## src/rtl/muldiv_pkg.sv

```systemverilog
// Shared definitions for the iterative multiply/divide unit: funct3 op codes,
// FSM state encoding, a decoded-op payload and the most-negative constant.
package muldiv_pkg;

  localparam int unsigned MAX_XLEN = 64;

  typedef enum logic [2:0] {
    OP_MUL    = 3'b000,
    OP_MULH   = 3'b001,
    OP_MULHSU = 3'b010,
    OP_MULHU  = 3'b011,
    OP_DIV    = 3'b100,
    OP_DIVU   = 3'b101,
    OP_REM    = 3'b110,
    OP_REMU   = 3'b111
  } op_e;

  typedef enum logic [1:0] {
    ST_IDLE = 2'd0,
    ST_CALC = 2'd1,
    ST_FIX  = 2'd2,
    ST_DONE = 2'd3
  } state_e;

  // sel_hi: high product half for MULH*, remainder (not quotient) for REM*
  typedef struct packed {
    logic is_div;
    logic sel_hi;
    logic a_signed;
    logic b_signed;
  } op_dec_t;

  function automatic op_dec_t decode_op(input op_e op);
    op_dec_t d;
    d.is_div   = op[2];
    d.sel_hi   = op[2] ? op[1] : (op[1:0] != 2'b00);
    d.a_signed = (op == OP_MULH) || (op == OP_MULHSU) || (op == OP_DIV) || (op == OP_REM);
    d.b_signed = (op == OP_MULH) || (op == OP_DIV) || (op == OP_REM);
    return d;
  endfunction

  // 1 << (xlen-1), returned at the widest supported width
  function automatic logic [MAX_XLEN-1:0] most_neg(input int unsigned xlen);
    return MAX_XLEN'(1) << (xlen - 1);
  endfunction

endpackage

```

## src/rtl/muldiv_step.sv

```systemverilog
// One iteration of the unit: BITS_PER_CYCLE chained single-bit stages of
// either right-shifting shift-add multiply or left-shifting restoring divide.
// Ports: acc (2*XLEN+1 accumulator), operand (multiplicand or divisor),
// is_div (stage kind), acc_next_c (accumulator after the iteration).
module muldiv_step
  import muldiv_pkg::*;
#(
  parameter int unsigned XLEN           = 32,
  parameter int unsigned BITS_PER_CYCLE = 1
) (
  input  logic [2*XLEN:0]  acc,
  input  logic [XLEN-1:0]  operand,
  input  logic             is_div,
  output logic [2*XLEN:0]  acc_next_c
);

  localparam int unsigned ACCW = 2 * XLEN + 1;

  logic [ACCW-1:0] stage [BITS_PER_CYCLE+1];

  assign stage[0] = acc;

  for (genvar i = 0; i < BITS_PER_CYCLE; i++) begin : g_bit
    logic [XLEN:0]   mul_sum;
    logic [XLEN+1:0] diff;
    logic [ACCW-1:0] mul_next;
    logic [ACCW-1:0] div_next;

    // Multiply: upper half (XLEN+1 bits) absorbs the multiplicand when the
    // current multiplier LSB is set, then the whole accumulator shifts right.
    assign mul_sum  = stage[i][2*XLEN:XLEN] + (stage[i][0] ? {1'b0, operand} : '0);
    assign mul_next = {1'b0, mul_sum, stage[i][XLEN-1:1]};

    // Divide: partial remainder shifted left by one takes the next dividend
    // bit; keep the trial difference only when it did not borrow.
    assign diff     = {1'b0, stage[i][2*XLEN-1:XLEN-1]} - {2'b00, operand};
    assign div_next = diff[XLEN+1] ? {stage[i][2*XLEN-1:0], 1'b0}
                                   : {diff[XLEN:0], stage[i][XLEN-2:0], 1'b1};

    assign stage[i+1] = is_div ? div_next : mul_next;
  end

  assign acc_next_c = stage[BITS_PER_CYCLE];

endmodule

```

## src/rtl/muldiv_unit.sv

```systemverilog
// Iterative RV32M/RV64M multiply/divide unit for the execute stage.
// Ports: clk, reset_n (async active-low); in_valid/in_ready/in_op/in_a/in_b/
// in_tag accept an op in IDLE; flush kills any in-flight op; out_valid/
// out_ready/out_result/out_tag return the result; busy flags a held op.
module muldiv_unit
  import muldiv_pkg::*;
#(
  parameter int unsigned XLEN           = 32,
  parameter int unsigned BITS_PER_CYCLE = 1,
  parameter int unsigned TAGW           = 5
) (
  input  logic            clk,
  input  logic            reset_n,
  input  logic            in_valid,
  output logic            in_ready,
  input  logic [2:0]      in_op,
  input  logic [XLEN-1:0] in_a,
  input  logic [XLEN-1:0] in_b,
  input  logic [TAGW-1:0] in_tag,
  input  logic            flush,
  output logic            out_valid,
  input  logic            out_ready,
  output logic [XLEN-1:0] out_result,
  output logic [TAGW-1:0] out_tag,
  output logic            busy
);

  localparam int unsigned N        = XLEN / BITS_PER_CYCLE;
  localparam int unsigned CNTW     = (N > 1) ? $clog2(N) : 1;
  localparam int unsigned ACCW     = 2 * XLEN + 1;
  localparam logic [XLEN-1:0] MOST_NEG = XLEN'(most_neg(XLEN));
  localparam logic [CNTW-1:0] CNT_INIT = CNTW'(N - 1);

  state_e          state_q, state_d;
  logic [CNTW-1:0] cnt_q, cnt_d;
  logic [ACCW-1:0] acc_q, acc_d, acc_step;
  logic [XLEN-1:0] opnd_q, opnd_d;
  logic            is_div_q, is_div_d;
  logic            sel_hi_q, sel_hi_d;
  logic            neg_q, neg_d;
  logic [TAGW-1:0] tag_q, tag_d;
  logic [XLEN-1:0] res_d;
  logic [TAGW-1:0] otag_d;

  op_dec_t           dec_in;
  logic              a_neg, b_neg;
  logic [XLEN-1:0]   a_abs, b_abs;
  logic              b_zero, div_ovf, fast;
  logic [XLEN-1:0]   fast_res;
  logic [2*XLEN-1:0] prod, prod_fix;
  logic [XLEN-1:0]   quo_fix, rem_fix, fix_res;

  // Operand preparation on the accept cycle: magnitudes, signs, fast path
  always_comb begin
    dec_in   = decode_op(op_e'(in_op));
    a_neg    = dec_in.a_signed & in_a[XLEN-1];
    b_neg    = dec_in.b_signed & in_b[XLEN-1];
    a_abs    = a_neg ? -in_a : in_a;
    b_abs    = b_neg ? -in_b : in_b;
    b_zero   = (in_b == '0);
    // Only DIV/REM are signed on both operands among divide ops
    div_ovf  = dec_in.a_signed & dec_in.b_signed & (in_a == MOST_NEG) & (in_b == '1);
    fast     = dec_in.is_div & (b_zero | div_ovf);
    if (b_zero) fast_res = dec_in.sel_hi ? in_a : '1;
    else        fast_res = dec_in.sel_hi ? '0   : in_a;
  end

  // Sign correction and result selection used in FIX
  always_comb begin
    prod     = acc_q[2*XLEN-1:0];
    prod_fix = neg_q ? -prod : prod;
    quo_fix  = neg_q ? -acc_q[XLEN-1:0] : acc_q[XLEN-1:0];
    rem_fix  = neg_q ? -acc_q[2*XLEN-1:XLEN] : acc_q[2*XLEN-1:XLEN];
    if (is_div_q) fix_res = sel_hi_q ? rem_fix : quo_fix;
    else          fix_res = sel_hi_q ? prod_fix[2*XLEN-1:XLEN] : prod_fix[XLEN-1:0];
  end

  muldiv_step #(
    .XLEN           (XLEN),
    .BITS_PER_CYCLE (BITS_PER_CYCLE)
  ) u_step (
    .acc        (acc_q),
    .operand    (opnd_q),
    .is_div     (is_div_q),
    .acc_next_c (acc_step)
  );

  // Next-state and datapath update
  always_comb begin
    state_d  = state_q;
    cnt_d    = cnt_q;
    acc_d    = acc_q;
    opnd_d   = opnd_q;
    is_div_d = is_div_q;
    sel_hi_d = sel_hi_q;
    neg_d    = neg_q;
    tag_d    = tag_q;
    res_d    = out_result;
    otag_d   = out_tag;
    if (flush) begin
      state_d = ST_IDLE;
    end else begin
      unique case (state_q)
        ST_IDLE: begin
          if (in_valid) begin
            is_div_d = dec_in.is_div;
            sel_hi_d = dec_in.sel_hi;
            tag_d    = in_tag;
            if (fast) begin
              res_d   = fast_res;
              otag_d  = in_tag;
              state_d = ST_DONE;
            end else begin
              state_d = ST_CALC;
              cnt_d   = CNT_INIT;
              // Remainder sign follows the dividend only
              neg_d   = (dec_in.is_div & dec_in.sel_hi) ? a_neg : (a_neg ^ b_neg);
              if (dec_in.is_div) begin
                acc_d  = {{(XLEN+1){1'b0}}, a_abs};
                opnd_d = b_abs;
              end else begin
                acc_d  = {{(XLEN+1){1'b0}}, b_abs};
                opnd_d = a_abs;
              end
            end
          end
        end
        ST_CALC: begin
          acc_d = acc_step;
          if (cnt_q == '0) state_d = ST_FIX;
          else             cnt_d   = cnt_q - CNTW'(1);
        end
        ST_FIX: begin
          res_d   = fix_res;
          otag_d  = tag_q;
          state_d = ST_DONE;
        end
        ST_DONE: begin
          if (out_ready) state_d = ST_IDLE;
        end
        default: state_d = ST_IDLE;
      endcase
    end
  end

  // State, datapath and registered handshake outputs
  always_ff @(posedge clk or negedge reset_n) begin
    if (!reset_n) begin
      state_q    <= ST_IDLE;
      cnt_q      <= '0;
      acc_q      <= '0;
      opnd_q     <= '0;
      is_div_q   <= 1'b0;
      sel_hi_q   <= 1'b0;
      neg_q      <= 1'b0;
      tag_q      <= '0;
      out_result <= '0;
      out_tag    <= '0;
      out_valid  <= 1'b0;
      in_ready   <= 1'b1;
      busy       <= 1'b0;
    end else begin
      state_q    <= state_d;
      cnt_q      <= cnt_d;
      acc_q      <= acc_d;
      opnd_q     <= opnd_d;
      is_div_q   <= is_div_d;
      sel_hi_q   <= sel_hi_d;
      neg_q      <= neg_d;
      tag_q      <= tag_d;
      out_result <= res_d;
      out_tag    <= otag_d;
      out_valid  <= (state_d == ST_DONE);
      in_ready   <= (state_d == ST_IDLE);
      busy       <= (state_d != ST_IDLE);
    end
  end

endmodule

```

## config.mk

```make
export PLATFORM = sky130hd
export DESIGN_NAME = muldiv_unit
export DESIGN_NICKNAME = d
export VERILOG_FILES = /design/src/rtl/muldiv_pkg.sv /design/src/rtl/muldiv_step.sv /design/src/rtl/muldiv_unit.sv
export SDC_FILE = /design/constraint.sdc
export NUM_CORES = 1
export LEC_CHECK = 0
export BUFFER_PORTS_ARGS = -buffer_cell sky130_fd_sc_hd__buf_2
export CAP_MARGIN = 0
export CORE_MARGIN = 3
export CORE_UTILIZATION = 60
export CTS_BUF_LIST = sky130_fd_sc_hd__clkbuf_8
export DETAILED_ROUTE_END_ITERATION = 8
export GPL_TIMING_DRIVEN = 0
export PLACE_DENSITY = 0.88
export SYNTH_ARGS = -nofsm -noshare
export SYNTH_HDL_FRONTEND = slang
export SYNTH_SLANG_ARGS = --single-unit
export TNS_END_PERCENT = 100
```

## constraint.sdc

```tcl
create_clock -name clk -period 4.5 [get_ports clk]
set_clock_uncertainty 0.2 [all_clocks]
set_input_delay 0.675 -clock clk [delete_from_list [all_inputs] [get_ports clk]]
set_output_delay 0.675 -clock clk [all_outputs]
set_load 0.02 [all_outputs]
```

Yosys cells after proc, flatten, opt, wreduce, memory -nomap -nowiden
Cells that the tools add are included.

Output and inout port bits: 40. Bits in registers: 152. Input bits: 77. Word-level logic and storage cells: 101.

$add $sub $neg: 8. Multiplexer cells: 37. Reduce and logical (&&, ||, !) cells: 18. Equality and inequality tests: 14. Bitwise operators: 11.

Operators by type and width (count): two-way mux 32 bit (15); two-way mux 65 bit (4); one-hot mux 65 bit (2 select lines) (1); negator 32 bit (4); == test 32 bit (second input constant) (2); two-way mux 64 bit (1); negator 64 bit (1); one-hot mux 32 bit (2 select lines) (1); subtractor 33 x 32 -> 34 bit (1); adder 33 bit (1); zero test 32 bit (1); two-way mux 5 bit (5); one-hot mux 5 bit (2 select lines) (2); AND reduction 4 bit (3); two-way mux 2 bit (5); != test 2 bit (second input constant) (4); one-hot mux 2 bit (4 select lines) (1); nonzero test 2 bit (4); AND 1 bit (7); == test 2 bit (second input constant) (3); == test 3 bit (second input constant) (2); zero test 5 bit (1); logical OR 1 bit (5); AND reduction 5 bit (1); other kinds (10) (13).

Longest topological paths before layout
Gate-level depths: netlist (run 1).

Depth in word-level cells: 14. Depth in mapped cells: 14.

By module
Synthesis (run 1) repeated with hierarchy kept, for this count alone.

Cells, all modules: 2121. Area, all modules: 16169.3 um2.

By module, submodules not included: muldiv_unit (cells an instance 1439, area an instance 11554.8 um2, instances 1); muldiv_step (cells an instance 682, area an instance 4614.4 um2, instances 1).

Least setup slack after synthesis (run 1)
Ideal clock, no wire load.

Kind: register to register. From: register acc_q[0]. To: register acc_q[63]. Buffers on the path: 1. Slack: 1.222 ns. Library setup time: 0.122 ns. Data arrival time: 2.956 ns. Period minus slack after synthesis: 3.278 ns. Cell stages (with the launch flop): 14. Cell sequence: dfrtp_1 inv_1 clkbuf_1 nor2_1 ha_1 nand2_1 o21a_1 a31o_2 o211ai_1 a31oi_1 o31ai_1 a21o_1 a31oi_1 a32o_1.

Longest elaborated chain between the ends: 4.

RTL lines: from (decl) (RTL line muldiv_unit.sv:36) `logic [ACCW-1:0] acc_q, acc_d, acc_step;`; from (signal assigned) (RTL line muldiv_unit.sv:151) `acc_q <= '0;`; from (signal assigned) (RTL line muldiv_unit.sv:165) `acc_q <= acc_d;`; two-way mux 32 bit (RTL line muldiv_step.sv:31) `assign mul_sum = stage[i][2*XLEN:XLEN] + (stage[i][0] ? {1'b0, operand} : '0);`; adder 33 bit (RTL line muldiv_step.sv:31); two-way mux 65 bit (RTL line muldiv_step.sv:40) `assign stage[i+1] = is_div ? div_next : mul_next;`; one-hot mux 65 bit (2 select lines) (RTL line muldiv_unit.sv:103) `unique case (state_q)`.

No other way between the ends. A chain may end at the register's enable or synchronous reset.

Worst setup path in the final report (run 1)
From: register acc_q[31]. To: register acc_q[32].

Longest elaborated chain between the ends: 4.

RTL lines: subtractor 33 x 32 -> 34 bit (RTL line muldiv_step.sv:36) `assign diff = {1'b0, stage[i][2*XLEN-1:XLEN-1]} - {2'b00, operand};`; two-way mux 65 bit (*) (RTL line muldiv_step.sv:37) `assign div_next = diff[XLEN+1] ? {stage[i][2*XLEN-1:0], 1'b0}`; two-way mux 65 bit (*) (RTL line muldiv_step.sv:40); one-hot mux 65 bit (2 select lines) (*) (RTL line muldiv_unit.sv:103).

Every way passes the cells marked *; elsewhere a longest branch is shown, timed or not.

==> results of run 1 <==
-- critical path, stage by stage (launching register included) --
cell and delay [ps]:
dfrtp_1 490, inv_1 190, ha_1 270, nor2b_1 180
o2111ai_1 210, a2111oi_2 690, o21ai_1 260, a2111oi_0 510
nor3_1 150, buf_2 250, clkbuf_1 340, nand2_1 160
o211ai_1 120, a32o_1 310
-- cell type report --
class / count / area (um^2) / area share
Multi-Input combinational cell: 1622 / 10310 / 0.6300
Sequential cell: 152 / 3805 / 0.2326
Timing Repair Buffer: 117 / 619.3 / 0.03786
Buffer: 122 / 518.0 / 0.03166
Tap cell: 324 / 405.4 / 0.02478
Inverter: 81 / 304.0 / 0.01858
Clock buffer: 17 / 234.0 / 0.01430
Clock inverter: 15 / 167.7 / 0.01025
-- cell usage after synthesis, types with 7 or more instances --
cell / n
a21oi_1: 200
nand2b_1: 10
xor2_1: 77
buf_2: 14
a21o_1: 35
or4_1: 8
o21ai_0: 162
o41ai_1: 10
mux2i_1: 58
dfrtp_1: 151
nor3_1: 49
a31oi_1: 38
nor2_1: 227
a32o_1: 8
clkbuf_1: 91
nor4_1: 16
inv_1: 80
nand2_1: 214
and2_1: 13
and3_1: 16
or2_2: 9
o21a_1: 9
ha_1: 70
nor2b_1: 12
nand4_1: 21
xnor2_1: 82
a211oi_1: 11
o211ai_1: 30
nand3_1: 28
o21bai_1: 7
mux2_2: 21
o31ai_1: 37
or3_1: 24
buf_1: 9
a221o_1: 20
-- how the worst max path moves through the flow --
stage | endpoint | slack, ps | cells after the start
floorplan | acc_q[63] | 1220 | 13
global placement | acc_q[62] | 160 | 14
detailed placement | acc_q[62] | 90 | 14
CTS | acc_q[62] | 90 | 14
global route | acc_q[64] | 30 | 13
finish | acc_q[32] | 70 | 13
-- metrics by stage --
step,utilization,worst slack (ps),instance area (um^2)
2_1_floorplan,-,1222,14910
3_3_place_gp,0.6514,161.6,15890
3_5_place_dp,0.6528,94.85,15920
4_1_cts,0.6696,92.82,16330
5_1_grt,0.6708,25.27,16360
6_report,0.6708,69.14,16360
-- registers in the layout (all words and copies together) (netlist names) --
register and cells:
acc_q 65, opnd_q 32, out_result 32, cnt_q 5, out_tag 5, tag_q 5, state_q 2, busy 1
in_ready 1, is_div_q 1, neg_q 1, out_valid 1, sel_hi_q 1
-- power by group through the flow --
| stage | clock network, uW | registers [uW] | logic, uW |
|---|---|---|---|
| 6_report | 1120 | 2220 | 5860 |
| 5_1_grt | 1160 | 2220 | 6270 |
| 4_1_cts | 1100 | 2160 | 5600 |
| 3_5_place_dp | 0 | 2190 | 5560 |
| 3_3_place_gp | 0 | 2170 | 5430 |
| 2_1_floorplan | 0 | 2000 | 4050 |
-- timing repair --
action                     CTS  global route
resized for setup            0             5
buffers inserted             0             0
hold endpoints to repair    26             0
setup endpoints to repair    0            19
hold buffers                 1             0
-- metal layers --
layer	track usage	wire length (um)	vias to the layer above
li1	-	-	7417
met1	0.6033	23510	7937
met3	0.1316	8370	240
met5	0	0	-
met4	0.1895	3163	0
met2	0.6440	25540	1291
-- kinds of logic after synthesis --
logic type,after synthesis
mux,79
compound gates,642
flops,152
simple gates,670
xor+xnor,159
buf+inv,203
fa+ha+maj,72
==> results.toml, run 1 <==
[yosys]
synth_top_area_cell = "dfrtp_1"
ys.flop_type = "dfrtp_1"
synth_cell_type_count = 84
synth-edff-count = 0
yosysSeqAreaShare = 0.2552
synth_top_area_share = 0.2535
avgSynthCellArea_um2 = 7.540
ys_ff_latch = 152
syn_nets = 2126
synth-simple-area-share = 0.2087
synth_cells = 1977
synthXorXnorAreaFrac = 0.09342
mappedNetlistArea_um2 = 14910
synthAdderAreaFrac = 0.06144
postSynth.asyncResetShare = 1.000
synth.area.top_cells = "dfrtp_1 25%, a21oi_1 6.7%, ha_1 5.9%"
synth.area.mux_share = 0.05481
synth_top_family_by_area = "compound AO/OA/AOI/OAI gates"
yosysWarnings = 0
synth-compound-area-share = 0.2713

[final_layout]
final_cell_mix = "227 x nor2_1, 214 x nand2_1, 200 x a21oi_1"
final_cells = 2450
mostFrequentLayoutCell = "nor2_1"
diodes = 0
area_growth_pct = 9.753
drive_gt1_frac = 0.1068
num-fill-cells = 2196
fin_nets = 2262

[power]
pwr-share-comb = 0.637
power.internal_uw = 4240
net-switching-power_uw = 4959
p_leak_uw = 0.007344
p_per_area_nw_per_um2 = 562.2
power_frac_seq = 0.241
ir_drop_v = 0.0002978
p_total_uw = 9199
switching_share = 0.5391
clockPowerShare = 0.122

[placement]
hpwl_um = 48240
placed_cells = 2417
io_buffer_count = 115
place_congestion = 1.085

[worst_setup_path]
start_kind = "register"
worstSetupEndpointType = "register"
worstPathArrival_ps = 4580
required_ps = 4650
worstSetupStartpoint = "acc_q[31]"
worstRegToRegCells = 13
critPathMaxFanout = 10
timing.rr.end = "acc_q[32]"
rrSetupSlack_ps = 70
criticalPathCategory = "reg2reg"
r2r_start = "acc_q[31]"

[floorplan]
die_area_um2 = 26770
fp-row-count = 57
die_x_um = 163.6
initial_core_util = 0.6112
ioPinCount = 117
die_h_um = 163.6
core_um2 = 24390

[sta]
totalNegativeSetupSlack_ps = 0
worst_hold_slack_ps = 257.8
maxSlewViolCount = 0
worst_pin_slew_ps = 1027
fmax_ghz = 0.2257
setup-violations-final = 0
max-slew-margin-rel = 0.3131
hold_viol = 0
finalCritPeriodShare = 0.9846
rsz0062_at_grt = "no"
min_period_ps = 4431

[worst_hold_path]
hp-class = "in2reg"
holdPathStages = 2
hold_end = "tag_q[1]"
hold_start = "in_tag[1]"

[job]
cap_viol_max_count = 0

[cts]
htreeDepth = 4
cts_tree = "done"
clock-sinks = 152
cts_max_path_buffers = 2
root_buffer = "clkbuf_8"
clkLatencyLatePin_ps = 490
path_clk_slew_ps = 110
cts-buffers-inserted = 17

[grt]
grt_pass1_vias = 15430
grt_max_degree = 95
antenna_found_initial = 0
track_usage = 0.4403
grt_pass1_wl_um = 90020
globalRoute.totalOverflow = 0

[drt]
drc = 0
drt_iter0_drc = 2661
firstDrtPassIters = 6
antenna_left = 0
vias_per_cell = 6.892
vias = 16885
wirelength_um = 60590
wl_per_cell_um = 24.73

[run_status]
outcome = "completed"
Note: power is estimated with default switching activity, not from simulation.
==> run 2, diff against run 1 <==
==> constraint.sdc (replaced) <==
create_clock -name clk -period 4.5 [get_ports clk]
set_clock_uncertainty 0.2 [all_clocks]
set_input_delay 0.9 -clock clk [delete_from_list [all_inputs] [get_ports clk]]
set_output_delay 0.9 -clock clk [all_outputs]
set_load 0.02 [all_outputs]
==> run 2 against run 1 <==
  * Clock power is essentially flat
  * Sequential share of layout area about the same
  * Via count decreased by 0.20%
  * Highest routed layer unchanged
==> results.toml, run 2 (synthesis results as in run 1) <==
[worst_setup_path]
criticalPathCategory = "reg2reg"
rrSetupSlack_ps = 80
timing.rr.end = "acc_q[32]"
required_ps = 4660
worstRegToRegCells = 13
worstPathArrival_ps = 4580
crit_slowest_cell = "a2111oi_2"
worstSetupEndpointType = "register"
critPathMaxStageDelay_ps = 690
critPathMaxFanout = 10
path_cells = "inv_1 -> ha_1 -> nor2b_1 -> o2111ai_1 -> a2111oi_2 -> o21ai_1 -> a2111oi_0 -> nor3_1 -> buf_2 -> clkbuf_1 -> nand2_1 -> o211ai_1 -> a32o_1"
start_kind = "register"
r2r_start = "acc_q[31]"

[cts]
path_clk_slew_ps = 110
htreeDepth = 4
root_buffer = "clkbuf_8"
clkLatencyLatePin_ps = 490
cts_max_path_buffers = 2
cts_hold_buffers = 0
cts-buffers-inserted = 17
clock-sinks = 152
cts_tree = "done"

[grt]
grt_pass1_wl_um = 90010
track_usage = 0.4402
globalRoute.totalOverflow = 0
grt_max_degree = 95
grt_pass1_vias = 15428
antenna_found_initial = 0

[drt]
drc = 0
firstDrtPassIters = 8
vias = 16852
antenna_left = 0
drt_iter0_drc = 2776
wl_per_cell_um = 24.72
wirelength_um = 60550
vias_per_cell = 6.881

[final_layout]
num-fill-cells = 2197
final_cell_mix = "227 x nor2_1, 214 x nand2_1, 200 x a21oi_1"
diodes = 0
largest_register_ffs = 65
reg_top3 = "acc_q (65), opnd_q (32), out_result (32)"
area_growth_pct = 9.686
regMostFlops = "acc_q"
final_cells = 2449
drive_gt1_frac = 0.1068
mostFrequentLayoutCell = "nor2_1"
fin_nets = 2261

[power]
ir_drop_v = 0.0002969
p_leak_uw = 0.007339
p_per_area_nw_per_um2 = 562.1

[placement]
hpwl_um = 48240
place_congestion = 1.085
post-place-ws_ps = 94.85
io_buffer_count = 115
placed_cells = 2417

[floorplan]
ioPinCount = 117
die_x_um = 163.6
core_um2 = 24390
die_area_um2 = 26770
fp-row-count = 57
initial_core_util = 0.6112
die_h_um = 163.6

[sta]
worst_hold_slack_ps = 202.3
worst_pin_slew_ps = 1028
fmax_ghz = 0.2260
finalCritPeriodShare = 0.9833
min_period_ps = 4425
maxSlewViolCount = 0
finalWorstSetupSlack_ps = 75.06
hold_viol = 0
totalNegativeSetupSlack_ps = 0
rsz0062_at_grt = "no"
max-slew-margin-rel = 0.3119
setup-violations-final = 0

[run_status]
outcome = "completed"

[worst_hold_path]
hp-class = "in2async"

[job]
cap_viol_max_count = 0
## run 2: critical path: cells and delay by family, from the launching register on
family	cells	cell delay, ps
AND/OR/NAND/NOR	3	480
adder cells (fa/ha/maj)	1	270
flip-flops	1	490
buffers and inverters	3	770
AO/OA/AOI/OAI	6	2100
## run 2: per-stage QoR
stage / cell area (um^2) / utilization / power (uW)
after global routing: 16350 / 0.6704 / 9651
final: 16350 / 0.6704 / 9191
after CTS: 16320 / 0.6692 / 8863
after global placement: 15890 / 0.6514 / 7608
after detailed placement: 15920 / 0.6528 / 7753
after floorplan: 14910 / - / 6053
## run 2: cell type report
cell class / instances / area [um^2] / share of cell area
tap: 324 / 405.4 / 0.02479
clock inverter: 15 / 167.7 / 0.01025
buffer: 122 / 518.0 / 0.03168
sequential: 152 / 3805 / 0.2327
inverter: 81 / 304.0 / 0.01860
multi-input combinational: 1622 / 10310 / 0.6304
clock buffer: 17 / 234.0 / 0.01431
timing repair buffer: 116 / 609.3 / 0.03727
## run 2: worst max-delay path by stage
stage | start | endpoint | slack [ps] | depth (start not counted)
6_report | acc_q[31] | acc_q[32] | 80 | 13
5_1_grt | acc_q[31] | acc_q[64] | 30 | 13
4_1_cts | acc_q[0] | acc_q[62] | 90 | 14
3_5_place_dp | acc_q[0] | acc_q[62] | 90 | 14
3_3_place_gp | reset_n | opnd_q[10] | 120 | 1
2_1_floorplan | in_b[23] | out_result[13] | 1000 | 8
## run 2: where the power goes
| group | switching, uW | total (uW) | leakage, uW | internal (uW) |
|---|---|---|---|---|
| logic | 3730 | 5850 | 0.00519 | 2120 |
| registers | 560 | 2220 | 0.00194 | 1660 |
| clock network | 660 | 1120 | 0.000206 | 462 |
| total | 4950 | 9190 | 0.00734 | 4240 |
## run 2: layer usage
layer | GRT usage | routed length (um) | up-vias
met4 | 0.1895 | 3320 | 0
li1 | - | - | 7418
met1 | 0.6032 | 23600 | 7899
met2 | 0.6440 | 25320 | 1289
met5 | 0 | 0 | -
met3 | 0.1316 | 8313 | 246
## run 2: what timing repair did
| action | 4_1_cts | 5_1_grt |
|---|---|---|
| setup buffers | 0 | 0 |
| setup endpoints to repair | 0 | 19 |
| resized for setup | 0 | 5 |
